===== src/rtl/fp_to_int_pipe.sv =====
// Three-stage binary32 -> 32-bit integer converter (FCVT.W.S / FCVT.WU.S).
// S1 unpacks, S2 aligns to an integer magnitude with guard/sticky, S3 rounds and saturates.
module fp_to_int_pipe (
  input  logic        clk,
  input  logic        rst,
  input  logic        in_valid,
  output logic        in_ready,
  input  logic [31:0] in_f,
  input  logic [2:0]  in_rm,
  input  logic        in_is_unsigned,
  output logic        out_valid,
  input  logic        out_ready,
  output logic [31:0] out_int,
  output logic        out_nv,
  output logic        out_nx
);
  // vld_pipe[0..2] tracks S1..S3; the last bit is the output stage
  localparam int STAGES = 2;

  localparam logic [2:0] RM_RTZ = 3'b001;
  localparam logic [2:0] RM_RDN = 3'b010;
  localparam logic [2:0] RM_RUP = 3'b011;
  localparam logic [2:0] RM_RMM = 3'b100;

  typedef struct packed {
    logic        s;
    logic [23:0] m;
    logic [8:0]  exp;
    logic        nan;
    logic        inf;
    logic [2:0]  rm;
    logic        uns;
  } s1_t;

  typedef struct packed {
    logic        s;
    logic [31:0] mag;
    logic        guard;
    logic        sticky;
    logic        ovf;
    logic        nan;
    logic        inf;
    logic [2:0]  rm;
    logic        uns;
  } s2_t;

  logic [STAGES:0] vld_pipe;
  logic            adv;
  s1_t             s1_d, s1_q;
  s2_t             s2_d, s2_q;
  logic [8:0]      e_m23, e_r;
  logic [31:0]     lsh;
  logic [47:0]     wide;
  logic            inc, inexact;
  logic [32:0]     r;
  logic [31:0]     res_d;
  logic            nv_d, nx_d;

  assign adv       = ~vld_pipe[STAGES] | out_ready;
  assign in_ready  = adv;
  assign out_valid = vld_pipe[STAGES];

  always_comb begin
    s1_d     = '0;
    s1_d.s   = in_f[31];
    s1_d.m   = {|in_f[30:23], in_f[22:0]};
    s1_d.exp = {1'b0, in_f[30:23]} - 9'd127;
    s1_d.nan = (&in_f[30:23]) & (|in_f[22:0]);
    s1_d.inf = (&in_f[30:23]) & ~(|in_f[22:0]);
    s1_d.rm  = in_rm;
    s1_d.uns = in_is_unsigned;
  end

  // Both shifts are formed unconditionally; only the branch matching E is used.
  assign e_m23 = s1_q.exp - 9'd23;
  assign e_r   = 9'd23 - s1_q.exp;
  assign lsh   = {8'b0, s1_q.m} << e_m23;
  assign wide  = {s1_q.m, 24'b0} >> e_r;

  always_comb begin
    s2_d     = '0;
    s2_d.s   = s1_q.s;
    s2_d.nan = s1_q.nan;
    s2_d.inf = s1_q.inf;
    s2_d.rm  = s1_q.rm;
    s2_d.uns = s1_q.uns;
    if (s1_q.nan | s1_q.inf) begin
      s2_d.mag = '0;
    end else if ($signed(s1_q.exp) >= 9'sd32) begin
      s2_d.ovf = 1'b1;
    end else if ($signed(s1_q.exp) >= 9'sd23) begin
      s2_d.mag = lsh;
    end else if ($signed(s1_q.exp) >= -9'sd1) begin
      s2_d.mag    = {8'b0, wide[47:24]};
      s2_d.guard  = wide[23];
      s2_d.sticky = |wide[22:0];
    end else begin
      s2_d.sticky = |s1_q.m;
    end
  end

  always_comb begin
    case (s2_q.rm)
      RM_RTZ:  inc = 1'b0;
      RM_RDN:  inc = s2_q.s & (s2_q.guard | s2_q.sticky);
      RM_RUP:  inc = ~s2_q.s & (s2_q.guard | s2_q.sticky);
      RM_RMM:  inc = s2_q.guard;
      default: inc = s2_q.guard & (s2_q.sticky | s2_q.mag[0]);
    endcase
  end

  assign r       = {1'b0, s2_q.mag} + {32'b0, inc};
  assign inexact = s2_q.guard | s2_q.sticky;

  always_comb begin
    res_d = '0;
    nv_d  = 1'b0;
    nx_d  = 1'b0;
    if (!s2_q.uns) begin
      if (s2_q.nan | (s2_q.inf & ~s2_q.s)) begin
        res_d = 32'h7FFF_FFFF;
        nv_d  = 1'b1;
      end else if (s2_q.inf) begin
        res_d = 32'h8000_0000;
        nv_d  = 1'b1;
      end else if (~s2_q.s & (s2_q.ovf | (r > 33'h0_7FFF_FFFF))) begin
        res_d = 32'h7FFF_FFFF;
        nv_d  = 1'b1;
      end else if (s2_q.s & (s2_q.ovf | (r > 33'h0_8000_0000))) begin
        res_d = 32'h8000_0000;
        nv_d  = 1'b1;
      end else begin
        res_d = s2_q.s ? -r[31:0] : r[31:0];
        nx_d  = inexact;
      end
    end else begin
      if (s2_q.nan | (s2_q.inf & ~s2_q.s)) begin
        res_d = 32'hFFFF_FFFF;
        nv_d  = 1'b1;
      end else if (s2_q.inf) begin
        nv_d  = 1'b1;
      end else if (~s2_q.s & (s2_q.ovf | r[32])) begin
        res_d = 32'hFFFF_FFFF;
        nv_d  = 1'b1;
      end else if (s2_q.s & (s2_q.ovf | (r != 33'd0))) begin
        nv_d  = 1'b1;
      end else if (s2_q.s) begin
        // small negatives that round to zero are representable, just inexact
        nx_d  = inexact;
      end else begin
        res_d = r[31:0];
        nx_d  = inexact;
      end
    end
  end

  always_ff @(posedge clk or posedge rst) begin
    if (rst) begin
      vld_pipe <= '0;
      s1_q     <= '0;
      s2_q     <= '0;
      out_int  <= '0;
      out_nv   <= 1'b0;
      out_nx   <= 1'b0;
    end else if (adv) begin
      vld_pipe <= {vld_pipe[STAGES-1:0], in_valid};
      s1_q     <= s1_d;
      s2_q     <= s2_d;
      out_int  <= res_d;
      out_nv   <= nv_d;
      out_nx   <= nx_d;
    end
  end
endmodule

===== config.mk =====
export PLATFORM = sky130hd
export DESIGN_NAME = fp_to_int_pipe
export DESIGN_NICKNAME = d
export VERILOG_FILES = /design/src/rtl/fp_to_int_pipe.sv
export SDC_FILE = /design/constraint.sdc
export NUM_CORES = 1
export LEC_CHECK = 0
export CAP_MARGIN = 25
export CORE_MARGIN = 4
export CORE_UTILIZATION = 61
export DETAILED_ROUTE_END_ITERATION = 12
export PLACE_DENSITY = 0.82
export SYNTH_ARGS = -nofsm -noshare
export SYNTH_HDL_FRONTEND = slang
export SYNTH_SLANG_ARGS = --single-unit

===== constraint.sdc =====
create_clock -name clk -period 5.05 [get_ports clk]
set_clock_uncertainty 0.1 [all_clocks]
set_input_delay 0.7575 -clock clk [delete_from_list [all_inputs] [get_ports clk]]
set_output_delay 0.7575 -clock clk [all_outputs]
set_load 0.01 [all_outputs]

==> flow_metrics.py <==
metrics = {
    "logic_synthesis": {
        "synth.most_common_cell": "nand2_1",
        "synth.top_cell.area_share": 0.270,
        "yosys-top-cells-count": "256 x nand2_1, 119 x dfrtp_1, 118 x o21ai_0, 115 x nor2_1, 96 x a21oi_1",
        "synth_edf_count": 0,
        "netlist_instances": 1472,
        "syn_area_mm2": 0.0110,
        "synthTopCellsByArea": "dfrtp_1 27%, nand2_1 8.7%, o21ai_0 5.4%",
        "yosysUniqueCellTypes": 84,
        "synth_ff_type": "dfrtp_1",
        "yosysSeqAreaShare": 0.270,
        "postSynthAreaPerCell_um2": 7.50,
        "yosysWarnings": 0,
        "synthArstFlopShare": 1.00,
        "ys_seq_elements": 119,
        "yosys.area.top_type": "dfrtp_1",
        "synth_nets": 1524,
    },
    "global_routing": {
        "grt_pass1_wl_mm": 57.2,
        "antenna_found_initial": 0,
        "grt_pass1_vias": 10800,
        "gr-total-overflow": 0,
        "grt_max_degree": 67,
        "grt_use_total": 0.349,
    },
    "cells_and_area": {
        "drive_above_1_share": 0.0887,
        "final_nets": 1527,
        "syn_to_final_growth_pct": 12.6,
        "antennaDiodeCount": 0,
        "fillers": 1428,
        "instances_no_fill": 1713,
    },
    "placed_design": {
        "routabilityCongestion": 1.08,
        "dp_hpwl_mm": 26.2,
        "port_buffers": 75,
        "dpl.cell_count": 1680,
        "dp_slack_ps": 338,
    },
    "setup_path": {
        "max_stage_delay_ps": 730,
        "critPathCaptureType": "register",
        "slowest_stage": "or4_1",
        "arrival_ps": 4910,
        "worstPathMaxFanout": 8,
        "crit_required_ps": 5250,
        "path_cells": "nor3_1 -> o31ai_1 -> nand2_1 -> a21boi_0 -> ha_1 -> ha_1 -> nand3_1 -> nor4_2 -> a21boi_0 -> or2_1 -> or4_1 -> o41ai_1 -> xor2_1 -> a2111oi_0 -> nor2_1",
        "cp-start-kind": "register",
        "critPathKind": "register to register",
    },
    "sta": {
        "setup_violations": 0,
        "max_freq_mhz": 212,
        "tns_ps": 0,
        "worst-slew-pin-transition_ps": 990,
        "timing.final.ws_setup_ps": 338,
        "period_minus_slack_ps": 4710,
        "rsz0062_at_grt": "false",
        "finalHoldViolations": 0,
        "fin_crit_sh": 0.933,
        "relSlewSlack": 0.340,
        "drv_slew": 0,
    },
    "pwr": {
        "peakVddDrop_mv": 0.514,
        "p_leak_nw": 4.96,
        "p_per_area_mw_per_mm2": 554,
        "total_power_mw": 6.89,
    },
    "drt": {
        "wire_per_inst_um": 20.9,
        "routed_wl_mm": 35.8,
        "initialDrtViolationCount": 1742,
        "ant_nets": 0,
        "drcViolationCount": 0,
        "via_count": 11900,
        "viasPerCell": 6.92,
        "drt_first_pass_iters": 5,
    },
    "worst_hold_path": {
        "hold_class": "register to register",
    },
    "clock_network": {
        "max-clock-path-buffers": 2,
        "cts_root_buffer": "clkbuf_16",
        "cts.sinks": 119,
        "cts_htree_levels": 4,
        "cts_tree": "yes",
        "cts_setup_buffers": 0,
        "path_clk_slew_ps": 70,
        "cts_made_buffers": 17,
        "worstSkewPairLatency_ps": 430,
    },
    "floorplan": {
        "core_mm2": 0.0175,
        "fp.dieW_um": 142,
        "fp.dieH_um": 142,
        "ioPinCount": 76,
        "start_util": 0.629,
        "row_count": 48,
        "die-area_mm2": 0.0203,
    },
    "outcome": {
        "outcome": "finished clean",
    },
    "flow_run": {
        "drv_cap": 0,
    },
}
## state kept, by name (all words and copies together), names as in the netlist
| signal | count |
|---|---|
| out_nv | 1 |
| vld_pipe | 3 |
| s1_q | 40 |
| out_nx | 1 |
| s2_q | 42 |
| out_int | 32 |
## per-layer routing
metal  vias up  global-route usage  wire, um
li1       5406                   -         -
met1      5611               0.508     15200
met2       756               0.530     15700
met3        84              0.0712      4100
met4         0              0.0935       833
met5         -                   0         0
## worst max-delay path: cells and delay by family (launching register included)
family | cells | cell delay [ps]
adder cells (fa/ha/maj) | 2 | 650
AO/OA/AOI/OAI | 5 | 1340
AND/OR/NAND/NOR | 7 | 1970
flip-flops | 1 | 390
XOR/XNOR | 1 | 120
## cell type report
cell class                      count  area [um2]  share of cell area
Multi-Input combinational cell   1200        7450               0.600
Sequential cell                   119        2980               0.240
Timing Repair Buffer              112        1040              0.0834
Clock buffer                       17         425              0.0342
Tap cell                          225         282              0.0227
Clock inverter                     15         154              0.0124
Inverter                           25        96.3             0.00775
## what timing repair did
item | in CTS | in global routing
resized for setup | 0 | 2
endpoints found under the setup margin | 0 | 4
hold buffers | 0 | 0
hold endpoints to repair | 0 | 0
## cell families (layout without fill, tap and decap cells)
logic type | count (synthesis) | after routing | share of synthesized area
AND/OR/NAND/NOR | 629 | 629 | 0.272
AO/OA/AOI/OAI | 413 | 413 | 0.243
buffers and inverters | 153 | 169 | 0.0575
flip-flops | 119 | 119 | 0.270
multiplexers | 78 | 78 | 0.0896
XOR/XNOR | 68 | 68 | 0.0540
adder cells (fa/ha/maj) | 12 | 12 | 0.0136
## layout by cell type (no fill, tap or decap), types with 37 or more instances in the layout
master | Yosys | routed
nand2_1 | 256 | 256
o21ai_0 | 118 | 118
dfrtp_1 | 119 | 118
nor2_1 | 115 | 115
a21oi_1 | 96 | 96
clkdlybuf4s50_1 | 0 | 75
nand3_1 | 47 | 47
mux2i_1 | 47 | 47
nor3_1 | 46 | 46
xnor2_1 | 38 | 37
## where the power goes
| group | internal [mW] | total, mW | switching (mW) | leakage (nW) |
|---|---|---|---|---|
| Combinational | 1.62 | 4.03 | 2.40 | 3.19 |
| Clock | 0.661 | 1.21 | 0.548 | 0.281 |
| Sequential | 1.23 | 1.65 | 0.419 | 1.49 |
| Total | 3.52 | 6.89 | 3.37 | 4.96 |
## per-stage QoR
step | area, um2 | util | hold WS (ps)
detailed placement | 11800 | 0.675 | 351
global placement | 11800 | 0.674 | 351
finish | 12400 | 0.709 | 364
global route | 12400 | 0.709 | 386
floorplan | 11000 | - | 330
CTS | 12400 | 0.708 | 369
## worst paths after layout
check	startpoint	endpoint	slack, ps	cells after the start
setup / recovery	s2_q[9]	out_int[23]	340	15
hold / removal	vld_pipe[1]	vld_pipe[1]	360	2
setup reg to reg	s2_q[9]	out_int[23]	340	15
hold reg to reg	vld_pipe[1]	vld_pipe[1]	360	2
max in group asynchronous	rst	s1_q[6]	3160	3
min in group asynchronous	rst	s2_q[37]	730	2
(Power assumes the default switching activity.)
